--- src/rtl/if_id_pkg.sv ---
// Shared types and constants for the IF/ID instruction queue.
// Optional predecode flag storage is enabled with IFQ_PREDECODE_EN.
package if_id_pkg;

  localparam int unsigned IFQ_XLEN = 32;

  // Canonical RISC-V NOP (addi x0, x0, 0) shown to decode when the queue is empty.
  localparam logic [31:0] NOP = 32'h0000_0013;

  localparam logic [6:0] OP_BRANCH = 7'b1100011;
  localparam logic [6:0] OP_JAL    = 7'b1101111;
  localparam logic [6:0] OP_JALR   = 7'b1100111;

  typedef struct packed {
    logic [IFQ_XLEN-1:0] pc;
    logic [IFQ_XLEN-1:0] instr;
`ifdef IFQ_PREDECODE_EN
    logic                is_ctrl;
`endif
  } ifq_entry_t;

  // True when the opcode redirects control flow (branch, jal, jalr).
  function automatic logic is_ctrl_op(input logic [6:0] opcode);
    return (opcode == OP_BRANCH) || (opcode == OP_JAL) || (opcode == OP_JALR);
  endfunction

endpackage

--- src/rtl/if_id_queue_storage.sv ---
// Entry array for the IF/ID queue: one synchronous write port, one
// combinational read port. Data carries no reset; validity is tracked outside.
module ifq_storage
  import if_id_pkg::*;
#(
  parameter int unsigned DEPTH = 4,
  parameter int unsigned AW    = $clog2(DEPTH)
) (
  input  logic          clk,
  input  logic          we,
  input  logic [AW-1:0] waddr,
  input  ifq_entry_t    wdata,
  input  logic [AW-1:0] raddr,
  output ifq_entry_t    rdata
);

  ifq_entry_t mem [DEPTH];

  // Write the addressed entry when enabled.
  always_ff @(posedge clk) begin
    if (we) begin
      mem[waddr] <= wdata;
    end
  end

  assign rdata = mem[raddr];

endmodule

--- src/rtl/if_id_queue.sv ---
// IF/ID instruction queue: buffers {pc, instr} from fetch so fetch can keep
// running while decode stalls; flush discards everything.
// Build option: IFQ_PREDECODE_EN adds out_is_ctrl (control-flow predecode bit).
module if_id_queue
  import if_id_pkg::*;
#(
  parameter int unsigned DEPTH = 4,
  parameter int unsigned XLEN  = IFQ_XLEN
) (
  input  logic                     clk,
  input  logic                     rst,
  input  logic                     in_valid,
  output logic                     in_ready,
  input  logic [XLEN-1:0]          in_pc,
  input  logic [XLEN-1:0]          in_instr,
  output logic                     out_valid,
  input  logic                     out_ready,
  output logic [XLEN-1:0]          out_pc,
  output logic [XLEN-1:0]          out_instr,
`ifdef IFQ_PREDECODE_EN
  output logic                     out_is_ctrl,
`endif
  input  logic                     flush,
  output logic [$clog2(DEPTH):0]   count
);

  localparam int unsigned PW = $clog2(DEPTH);
  localparam int unsigned CW = PW + 1;

  logic [PW-1:0] wr_ptr_q, wr_ptr_d;
  logic [PW-1:0] rd_ptr_q, rd_ptr_d;
  logic [CW-1:0] count_q, count_d;

  logic       push, pop;
  ifq_entry_t wdata, rdata;

  // Handshakes depend only on registered occupancy, never on the other side.
  assign in_ready  = (count_q != CW'(DEPTH));
  assign out_valid = (count_q != '0);
  assign push      = in_valid && in_ready;
  assign pop       = out_valid && out_ready;

  // Next-state for pointers and occupancy; flush overrides push and pop.
  always_comb begin
    wr_ptr_d = wr_ptr_q;
    rd_ptr_d = rd_ptr_q;
    count_d  = count_q;
    if (flush) begin
      wr_ptr_d = '0;
      rd_ptr_d = '0;
      count_d  = '0;
    end else begin
      // Power-of-two depth: natural pointer overflow is the modulo wrap.
      if (push) wr_ptr_d = wr_ptr_q + PW'(1);
      if (pop)  rd_ptr_d = rd_ptr_q + PW'(1);
      unique case ({push, pop})
        2'b10:   count_d = count_q + CW'(1);
        2'b01:   count_d = count_q - CW'(1);
        default: count_d = count_q;
      endcase
    end
  end

  // Pointer and occupancy registers.
  always_ff @(posedge clk or posedge rst) begin
    if (rst) begin
      wr_ptr_q <= '0;
      rd_ptr_q <= '0;
      count_q  <= '0;
    end else begin
      wr_ptr_q <= wr_ptr_d;
      rd_ptr_q <= rd_ptr_d;
      count_q  <= count_d;
    end
  end

  // Pack the incoming fetch word, predecoding control flow when enabled.
  always_comb begin
    wdata       = '0;
    wdata.pc    = in_pc;
    wdata.instr = in_instr;
`ifdef IFQ_PREDECODE_EN
    wdata.is_ctrl = is_ctrl_op(in_instr[6:0]);
`endif
  end

  ifq_storage #(
    .DEPTH (DEPTH)
  ) u_storage (
    .clk   (clk),
    .we    (push && !flush),
    .waddr (wr_ptr_q),
    .wdata (wdata),
    .raddr (rd_ptr_q),
    .rdata (rdata)
  );

  // Head entry toward decode; empty queue presents pc 0 and a NOP.
  always_comb begin
    out_pc    = '0;
    out_instr = NOP;
`ifdef IFQ_PREDECODE_EN
    out_is_ctrl = 1'b0;
`endif
    if (out_valid) begin
      out_pc    = rdata.pc;
      out_instr = rdata.instr;
`ifdef IFQ_PREDECODE_EN
      out_is_ctrl = rdata.is_ctrl;
`endif
    end
  end

  assign count = count_q;

endmodule

--- config.mk ---
export PLATFORM = sky130hd
export DESIGN_NAME = if_id_queue
export DESIGN_NICKNAME = d
export VERILOG_FILES = /design/src/rtl/if_id_pkg.sv /design/src/rtl/if_id_queue_storage.sv /design/src/rtl/if_id_queue.sv
export SDC_FILE = /design/constraint.sdc
export NUM_CORES = 1
export LEC_CHECK = 0
export ABC_AREA = 1
export CORE_MARGIN = 1
export CORE_UTILIZATION = 44
export DETAILED_ROUTE_END_ITERATION = 10
export PLACE_DENSITY_LB_ADDON = 0.3
export SLEW_MARGIN = 25
export SYNTH_ARGS = -nofsm -noshare
export SYNTH_HDL_FRONTEND = slang
export SYNTH_HIERARCHICAL = 1
export SYNTH_SLANG_ARGS = --single-unit
--- constraint.sdc ---
create_clock -name clk -period 5.5 [get_ports clk]
set_clock_uncertainty 0.05 [all_clocks]
set_input_delay 0.55 -clock clk [delete_from_list [all_inputs] [get_ports clk]]
set_output_delay 0.55 -clock clk [all_outputs]
set_load 0.05 [all_outputs]
==> flow_summary_export.csv, run 1 <==
group,metric,value,unit
clocking,clock_sinks,263,
critical_path,slowest_stage,"buf_4",
die,num_io_pins,138,
die,std_cell_rows,59,
layout,nNetsFinal,1395,
clocking,ctsHtreeMaxLevel,1,
critical_path,path_cells,"buf_4, nand2_1, nand3_1, nand2_1, or2_1, clkdlybuf4s50_1",
clocking,cts_hold_buf,0,
critical_path,crit_family,"buffers and inverters",
layout,diodes,0,
global_routing,grt_pass1_vias,7627,
synth,yosysTopAreaCell,"edfxtp_1",
run_status,status,"complete, but fails checks",
critical_path,crit_top_cell,"nand2_1",
critical_path,cp-end-kind,"output port",
layout,most-common-layout-cells,"331 x nand2_1, 327 x inv_1, 256 x edfxtp_1, 137 x clkdlybuf4s50_1, 131 x nand3_1",
global_routing,grt_pass1_wl,38800,um
power_and_ir_drop,p_leak,6.44,nW
drt,drt-total-wl,23700,um
global_routing,antenna_found_initial,0,
die,die_y,166,um
clocking,tritoncts,"built",
run_status,violations,"DRC",
critical_path,crit_buf_inv,2,
synth,synth.area.top_cells,"edfxtp_1 65%, nand2_1 11%, inv_1 10%",
clocking,cts.clk_slew.worst_paths,60,ps
layout,area_growth_syn_to_layout,20.3,%
timing,fmax,245,MHz
drt,drtAntennaViolNets,0,
critical_path,crit_required,4900,ps
clocking,post_cts_resized,0,
min_path,hp-class,"in2async",
synth,synth-seq-cells,263,
timing,max_slew.worst_pin.slew,1010,ps
synth,synth.distinct_cells,28,
layout,layout_commonest_cell,"nand2_1",
critical_path,crit_cells,6,
critical_path,reg2reg_depth,7,
synth,syn_nets,1266,
clocking,insertion_delay,530,ps
layout,fillers,2305,
die,die_area,27400,um^2
drt,drcViolationCount,18,
timing,setup_viol,0,
drt,via_per_inst,4.61,
critical_path,arrival,3480,ps
global_routing,grt_use_total,17.8,%
synth,avgSynthCellArea,9.85,um^2
place,place_hpwl,13000,um
drt,drt_pre_antenna_iters,8,
timing,timing.slew.headroom,32.6,%
drt,wire_per_inst,14.2,um
synth,synth_top_cell_area_share,65.3,%
layout,fin_util,54.2,%
place,portBuffers,137,
timing,finalCriticalPeriod,4080,ps
timing,min_period_over_period,74.1,%
drt,vias,7726,
timing,hold_viol,0,
synth,synth_area,11800,um^2
layout,layout-drive-gt1-share,4.77,%
global_routing,grt_max_degree,104,
synth,synthCells,1196,
place,pre_cts_slack,1750,ps
clocking,root_buffer,"clkbuf_16",
flow_run,maxCapViolCount,0,
power_and_ir_drop,peakVddDrop,496,uV
timing,setup_slack,1420,ps
place,dp_cells,1630,
place,gp_congestion,0.711,
die,start_util,45.1,%
timing,maxSlewViolCount,0,
critical_path,setup.worst_path.class,"reg2out",
critical_path,path_max_fanout,90,
die,coreArea,26100,um^2
timing,fin_hold_ws,216,ps
global_routing,gr-total-overflow,0,
power_and_ir_drop,p_per_area,488,nW/um^2
synth,synth_seq_area_share,66.7,%
critical_path,cpPeakStageDelay,860,ps
timing,rsz0062_at_grt,"no",
clocking,cts_made_buffers,28,
timing,finalSetupTns,0,ps
synth,yosysWarnings,6,
layout,fin_cells,1677,
die,die_w,166,um
critical_path,startpoint_type,"flop",
drt,drt_iter0_drc,544,
clocking,clk_path_buf_depth,3,
clocking,cts_setup_buffers,0,
## final timing paths
check / startpoint / end / slack (ps)
worst max-delay path: rd_ptr_q[0]$_DFFE_PP0P_ / out_instr[0] / 1420
worst max register to register: count[0]$_DFFE_PP0P_ / u_storage/mem[0][37]$_DFFE_PP_ / 3170
worst min register to register: wr_ptr_q[1]$_DFFE_PP0P_ / wr_ptr_q[1]$_DFFE_PP0P_ / 550
min in group clk: wr_ptr_q[1]$_DFFE_PP0P_ / wr_ptr_q[1]$_DFFE_PP0P_ / 550
max in group asynchronous: rst / rd_ptr_q[0]$_DFFE_PP0P_ / 4930
worst min-delay path: rst / wr_ptr_q[0]$_DFFE_PP0P_ / 220
## flip-flops by register name (all words and copies together), names as in the netlist
| register | cells |
|---|---|
| wr_ptr_q | 2 |
| rd_ptr_q | 2 |
| count | 3 |
| u_storage/mem | 256 |
## through the flow
| step | area [um^2] | power (mW) |
|---|---|---|
| floorplan | 11800 | 4.49 |
| global placement | 13400 | 5.30 |
| detailed placement | 13400 | 5.33 |
| CTS | 14200 | 6.99 |
| global route | 14200 | 7.26 |
| finish | 14200 | 6.91 |
## synth_stat cells (all sizes together)
cell type    n
nand2      337
o21ai        2
fa           1
dfrtp        7
inv        332
xor2         1
nand4        3
or2          3
nand3      132
a21oi        5
nor2        65
edfxtp     256
nor3         4
clkinv       1
clkbuf       4
buf         43
## worst reg2reg max path, cell delays in order (launching register included)
cell and delay (ps):
dfrtp_1 480, nor2_4 90, nand2_2 90, nand2_4 70, nor2_1 110, inv_1 110, nor3_2 120, buf_4 790
## per-layer routing
layer  vias up  global-route usage [%]  part of all wire, %
met5         -                       0                    0
li1       3902                       -                    -
met3        40                    2.87                  4.4
met4         0                    5.40                  2.4
met2       187                    31.2                   49
met1      3597                    22.6                   44
## kinds of logic after synthesis
kind of cell,Yosys count,share of synthesized area (%)
AND/OR/NAND/NOR,544,19.4
buffers and inverters,380,13.2
flip-flops,263,66.7
AO/OA/AOI/OAI,7,0.425
XOR/XNOR,1,0.0744
adder cells (fa/ha/maj),1,0.170
## area by class of cell
type / instances / area, um^2 / area share, %
sequential: 263 / 7870 / 55.5
multi-input combinational: 553 / 2380 / 16.8
inverter: 333 / 1260 / 8.89
clock inverter: 14 / 58.8 / 0.415
tap: 335 / 419 / 2.96
timing repair buffer: 146 / 1440 / 10.2
clock buffer: 33 / 741 / 5.23
## where the power goes
group          switching, mW  internal (mW)
Clock                  0.711          0.944
Combinational           2.03          0.836
Sequential            0.0709           2.32
No activity file was read; power rests on OpenSTA's default activity.
==> inputs of run 2 (changes only) <==
Clock period 5.5 ns to 4.1 ns, I/O delays scaled along.
==> run 2 against run 1 <==
Net effect:
- the run still ends with DRC left
- die area unchanged
- global-route usage is 0.056 points lower
- via count is 0.87% lower
- critical path type unchanged
- largest cell class unchanged
- largest power group unchanged
- highest routed layer unchanged
==> flow_summary_export.csv, run 2 (same netlist as run 1, synthesis figures left out) <==
group,metric,value,unit
die,num_io_pins,138,
critical_path,rrSetupSlack,1730,ps
clocking,cts_setup_buffers,0,
timing,setup_viol,0,
place,place_hpwl,13800,um
timing,finalSetupTns,0,ps
timing,maxSlewViolCount,0,
drt,drt_pre_antenna_iters,8,
critical_path,path_max_fanout,71,
critical_path,reg2reg_depth,7,
clocking,post_cts_resized,0,
layout,fin_cells,1687,
die,die_area,27400,um^2
drt,vias,7659,
timing,min_period_over_period,85.9,%
layout,layout_commonest_cell,"nand2_1",
place,postPlaceCellArea,13500,um^2
layout,fin_util,54.9,%
clocking,cts_hold_buf,0,
layout,top_register,"u_storage/mem",
clocking,clock_sinks,263,
place,portBuffers,137,
global_routing,antenna_found_initial,1,
layout,layout-drive-gt1-share,5.63,%
global_routing,grt_pass1_wl,38600,um
critical_path,cp-end-kind,"output port",
layout,area_growth_syn_to_layout,21.9,%
clocking,insertion_delay,510,ps
power_and_ir_drop,peakVddDrop,566,uV
drt,via_per_inst,4.54,
drt,drt-total-wl,23800,um
layout,largest_reg_flops,256,
critical_path,setup.worst_path.class,"reg2out",
clocking,tritoncts,"built",
timing,rsz0062_at_grt,"no",
drt,drtAntennaViolNets,0,
power_and_ir_drop,p_leak,6.53,nW
die,std_cell_rows,59,
timing,max_slew.worst_pin.slew,864,ps
layout,most-common-layout-cells,"331 x nand2_1, 327 x inv_1, 256 x edfxtp_1, 137 x clkdlybuf4s50_1, 131 x nand3_1",
drt,wire_per_inst,14.1,um
timing,timing.slew.headroom,42.4,%
run_status,status,"complete, but fails checks",
place,dp_cells,1637,
layout,nNetsFinal,1401,
critical_path,crit_required,3640,ps
min_path,hp-class,"in2async",
power_and_ir_drop,p_per_area,659,nW/um^2
clocking,cts_made_buffers,27,
global_routing,grt_max_degree,133,
critical_path,startpoint_type,"flop",
clocking,cts.clk_slew.worst_paths,60,ps
drt,drt_iter0_drc,426,
layout,fin_area,14400,um^2
die,die_w,166,um
clocking,root_buffer,"clkbuf_16",
run_status,violations,"DRC",
critical_path,reg2reg_from,"count[0]$_DFFE_PP0P_",
global_routing,grt_pass1_vias,7658,
timing,fmax,284,MHz
timing,hold_viol,0,
timing,finalCriticalPeriod,3520,ps
critical_path,arrival,3060,ps
global_routing,gr-total-overflow,0,
critical_path,r2r-end,"u_storage/mem[1][32]$_DFFE_PP_",
clocking,ctsHtreeMaxLevel,1,
die,coreArea,26100,um^2
drt,drcViolationCount,14,
die,start_util,45.1,%
place,gp_congestion,0.764,
flow_run,maxCapViolCount,0,
die,die_y,166,um
global_routing,grt_use_total,17.7,%
clocking,clk_path_buf_depth,3,
-- run 2: routing by layer --
| layer | track usage [%] | up-vias | routed length (um) |
|---|---|---|---|
| li1 | - | 3918 | - |
| met1 | 22.6 | 3552 | 10500 |
| met2 | 31.4 | 158 | 11900 |
| met3 | 2.39 | 31 | 935 |
| met4 | 5.32 | 0 | 466 |
| met5 | 0 | - | 0 |
-- run 2: layout make-up --
class                      instances  area [um^2]
inverter                         333         1260
clock buffer                      32          714
timing repair buffer             153         1530
tap                              335          419
clock inverter                    17          158
fill                            2265        11800
multi-input combinational        553         2410
antenna                            1         2.50
sequential                       263         7870
-- run 2: critical path, cell delays in order, from the launching register on --
cell and delay, ps:
dfrtp_4 500, inv_4 560, buf_4 400, nand2_1 90
nand3_1 80, nand2_1 70, inv_1 50, nor2_1 40
clkdlybuf4s50_1 720
-- run 2: per-stage QoR --
step | setup slack, ps | power [mW] | hold slack (ps)
floorplan | -309 | 6.02 | 163
global route | 394 | 9.91 | 112
global placement | 1140 | 7.14 | 591
finish | 580 | 9.46 | 85.5
detailed placement | 1110 | 7.17 | 607
CTS | 555 | 9.54 | 85.7
-- run 2: where the power goes --
group | internal, mW | leakage, nW | switching, mW
registers | 3.11 | 2.41 | 0.0637
clock network | 1.43 | 0.428 | 0.949
logic | 1.15 | 3.69 | 2.77
total | 5.68 | 6.53 | 3.78
-- run 2: how the worst max path moves through the flow --
stage,startpoint,endpoint,slack (ps),depth (start not counted)
finish,rd_ptr_q[0]$_DFFE_PP0P_,out_pc[7],580,8
global route,rd_ptr_q[0]$_DFFE_PP0P_,out_pc[10],390,8
CTS,rd_ptr_q[0]$_DFFE_PP0P_,out_instr[10],550,8
detailed placement,rd_ptr_q[0]$_DFFE_PP0P_,out_pc[7],1110,8
global placement,rd_ptr_q[0]$_DFFE_PP0P_,out_instr[28],1140,8
floorplan,count[0]$_DFFE_PP0P_,u_storage/mem[0][0]$_DFFE_PP_,-310,6
==> RTL change 1: new RTL, settings of run 1 <==
`DEPTH` is set to 4 in 2 places; all go to 2.
--- a/src/rtl/if_id_queue_storage.sv
+++ b/src/rtl/if_id_queue_storage.sv
@@ -3,7 +3,7 @@
 module ifq_storage
   import if_id_pkg::*;
 #(
-  parameter int unsigned DEPTH = 4,
+  parameter int unsigned DEPTH = 2,
   parameter int unsigned AW    = $clog2(DEPTH)
 ) (
   input  logic          clk,
--- a/src/rtl/if_id_queue.sv
+++ b/src/rtl/if_id_queue.sv
@@ -4,7 +4,7 @@
 module if_id_queue
   import if_id_pkg::*;
 #(
-  parameter int unsigned DEPTH = 4,
+  parameter int unsigned DEPTH = 2,
   parameter int unsigned XLEN  = IFQ_XLEN
 ) (
   input  logic                     clk,
Interface: changed (resized count); port bits go from 138 to 137. No check against the original RTL was run, so the function may have changed too.
==> RTL change 1 against run 1 <==
- area after synthesis decreased by 54%
- setup slack improved by 760 ps
- power decreased by 48%
- critical endpoint is now out_pc[16]
- sequential cell count decreased by 131
- highest routed layer unchanged
- count of clock-buffer cells in the layout decreased by 15
- clock power decreased by 33%
- first-iteration DRC count decreased by 76%
- wire length decreased by 56%
- design area decreased by 47%
==> RTL change 1: results (changes against run 1) <==
- Syn nets: 578 (-54%)
- Rel. slew slack: 38.26% (+5.7 points)
- Net Sw Frac: 36.47% (-4.2 points)
- Max clock buf depth: 2 (-1)
- Iter 0 DRT Violations: 133 (-76%)
- Synth top cells by count: nand2_1, edfxtp_1, inv_1
- LEAKAGE: 0.003146 uW (-51%)
- CTS H-tree depth: 4 (+3)
- Share of layout cells above drive strength 1: 7.110% (+2.3 points)
- Post-synth EDFFs: 128 (-50%)
- DP Cell Count: 797 (-51%)
- RR Endpoint: u_storage/mem[0][50]$_DFFE_PP_
- Clock Latency Late Sink: 400 ps (-130 ps)
- Finished Layout Cells: 829 (-51%)
- Status: completed
- Port Buf Inserts: 136 (-0.73%)
- Vias in the first global route: 3459 (-55%)
- Async SR Flop Fraction: 3.030% (+0.37 points)
- GPL Wtd Cong: 0.7847 (+10%)
- Post-Place Worst Slack: 2439 ps (+691.4 ps)
- Worst R2R Setup Slack: 2870 ps (-300 ps)
- Psw: 1312 uW (-53%)
- Top cells by area, synth: edfxtp_1, nand2_1, inv_1
- Unique masters post-synth: 16 (-43%)
- CP arrival: 2710 ps (-770 ps)
- Largest register FFs: 128 (-50%)
- Fill cell count: 983 (-57%)
- Routed wire length: 10370 microns (-56%)
[RTL change 1: changes by cell type in the layout (fill, tap and decap cells not counted), moves of 5 or more]
cell,run 1,this run
buf_4,9,4
clkbuf_16,29,17
clkinv_1,10,0
edfxtp_1,256,128
inv_1,327,69
nand2_1,331,204
nand3_1,131,2
[RTL change 1: final cells by class]
class	instances	area share [%]
clock inverters	14	2.162
inverters	72	3.625
multi-input cells	285	14.80
repair buffers	140	18.49
well taps	168	2.793
clock buffers	18	5.703
flip-flops and latches	132	52.43
[RTL change 1: per-layer routing]
layer	part of all wire (%)	wire [microns]	vias up	track usage, %
met5	0	0	-	0
met4	1.2	127	0	6.228
met3	5.9	616	12	5.101
met2	50	5168	121	28.29
met1	43	4454	1620	20.89
li1	-	-	1867	-
[RTL change 1: cell families after synthesis]
family / share of synthesized area, %
and+or+nand+nor: 19.66
buffers and inverters: 7.780
DFF: 72.13
xor gates and xnor gates: 0.1602
AOI/OAI and AO/OA: 0.2745
==> RTL change 2: new RTL, flow settings as in run 1 <==
Without the edit above. Reset style: synchronous (`rst`), changed in one clocked block.
--- a/src/rtl/if_id_queue.sv
+++ b/src/rtl/if_id_queue.sv
@@ -62,7 +62,7 @@
   end
 
   // Pointer and occupancy registers.
-  always_ff @(posedge clk or posedge rst) begin
+  always_ff @(posedge clk) begin
     if (rst) begin
       wr_ptr_q <= '0;
       rd_ptr_q <= '0;
Behaviour: differs if rst is asserted again (counterexample within 4 cycles, from zero or initial values and one cycle with rst high); with rst held inactive, the same outputs for 4 cycles.
==> RTL change 2 against run 1 <==
- wire length grew 1.3%
- area after synthesis is 0.63% lower
- design area is 0.33% higher
- sequential cell count unchanged
- die area is 0.62% lower
- register-to-register slack improved by 70 ps
- critical endpoint is now out_pc[17]
- count of clock-buffer cells in the layout did not move
- setup slack got worse by 34 ps
- cell count is 0.72% higher
- sequential share of layout area decreased by 0.43 points
Power is not compared: it rests on default switching activity, and its combinational part moved more than twofold at a synthesized area within 25%.
==> RTL change 2: results (changes against run 1) <==
- HPWL Detailed: 13340 microns (+2.6%)
- Sequential share of the synthesized area: 66.87% (+0.12 points)
- Clock Latency Late Sink: around 520 ps
- Share of layout cells above drive strength 1: 4.730% (-0.039 points)
- WP data required: 4900 ps (about the same)
- Async SR Flop Fraction: 0% (-2.7 points)
- Post-Place Worst Slack: 1910 ps (+162.6 ps)
- GPL Wtd Cong: 0.6896 (-3.1%)
- Syn. warnings: 6 (unchanged)
- Largest register FFs: 256 (unchanged)
- Routed wire per std cell: 14.24 microns (+0.60%)
- Clk pin slew, worst setup/hold paths: 60 ps (about the same)
- Pwr per Cell Area: ~320 nW/um^2
- Flop pwr share: ~50%
- Rel. slew slack: 32.98% (+0.40 points)
- Crit Path Max Fanout: 80 (-11%)
- Post-CTS Setup Bufs: 0 (unchanged)
- Syn nets: 1272 (+0.47%)
- Clock Power Share: around 40%
- Status: completed
- First-pass GRT wire length: 37490 microns (-3.3%)
- Synthesized instance count: 1201 (+0.42%)
- DP Cell Count: 1636 (+0.37%)
- Inserted Clock Buffers: 28 (unchanged)
- DRT Pass-1 Iters: 8 (unchanged)
- Final #Nets: 1402 (+0.50%)
- CTS H-tree depth: 1 (unchanged)
- Synth top cells by count: nand2_1, inv_1, edfxtp_1
- Top cells by area, synth: edfxtp_1, nand2_1, inv_1
- LEAKAGE: roughly 0.0064 uW
- DR vias: 7706 (-0.26%)
- Post-synth EDFFs: 256 (unchanged)
- GRT Total Usage: 17.92% (+0.16 points)
- Unique masters post-synth: 22 (-21%)
- HP Class: flop to flop
- Count leader, synth: nand2_1
- Iter 0 DRT Violations: 472 (-13%)
- Finished Layout Cells: 1689 (+0.72%)
- Post-CTS sizing: 0 (unchanged)
- Max clock buf depth: 3 (unchanged)
- Setup TNS: 0 ps (unchanged)
- Largest net degree at the start of global routing: 83 (-20%)
- Port Buf Inserts: 137 (unchanged)
- Placed cell areas: 13300 sq um (-0.50%)
- Initial antenna violation count: 2 (+2)
- Vias in the first global route: 7274 (-4.6%)
- Net Sw Frac: 23.09%
- Root buffer cell: clkbuf_16
- Reg with most FFs: u_storage/mem
- Largest vdd supply drop: ~0.00022 V
==> RTL change 2: layout make-up <==
type                       count  area, sq um
multi-input combinational    556         2338
antenna                        1        2.502
clock inverter                19        167.7
inverter                     335         1262
tap                          335        419.2
clock buffer                  33        740.7
fill                        2243        11850
timing repair buffer         147         1450
sequential                   263         7833
==> RTL change 2: routing by layer <==
layer / wire length (microns) / part of all wire [%] / up-vias / track usage, %
met5: 11 / 0.046 / - / 0
met4: 397 / 1.7 / 2 / 5.004
met3: 1196 / 5.0 / 29 / 2.947
met2: 11810 / 49 / 187 / 31.04
met1: 10640 / 44 / 3558 / 23.18
li1: - / - / 3930 / -
==> RTL change 2: final timing paths <==
| kind | to | slack (ps) | from | depth (start not counted) |
|---|---|---|---|---|
| setup reg to reg | u_storage/mem[1][53]$_DFFE_PP_ | 3240 | count[0]$_SDFFE_PP0P_ | 7 |
| hold reg to reg | count[0]$_SDFFE_PP0P_ | 490 | count[0]$_SDFFE_PP0P_ | 2 |
| hold / removal | count[0]$_SDFFE_PP0P_ | 490 | count[0]$_SDFFE_PP0P_ | 2 |
| setup / recovery | out_pc[17] | 1390 | rd_ptr_q[0]$_SDFFE_PP0P_ | 8 |
==> RTL change 2: worst max-delay path, stage by stage (launching register included) <==
cell	delay [ps]
dfxtp_4	710
inv_4	460
buf_4	440
nand2_1	120
nand3_1	70
nand2_1	100
inv_1	50
nor2_1	160
clkdlybuf4s50_1	830
==> RTL change 2: cell families (layout without fill, tap and decap cells) <==
logic type,Yosys count,count (layout),synth area share (%)
adders and majority gates,2,2,0.2779
and+or+nand+nor,548,548,19.27
DFF,263,263,66.87
other,0,1,0
buffers and inverters,382,534,13.33
AOI/OAI and AO/OA,6,6,0.2564
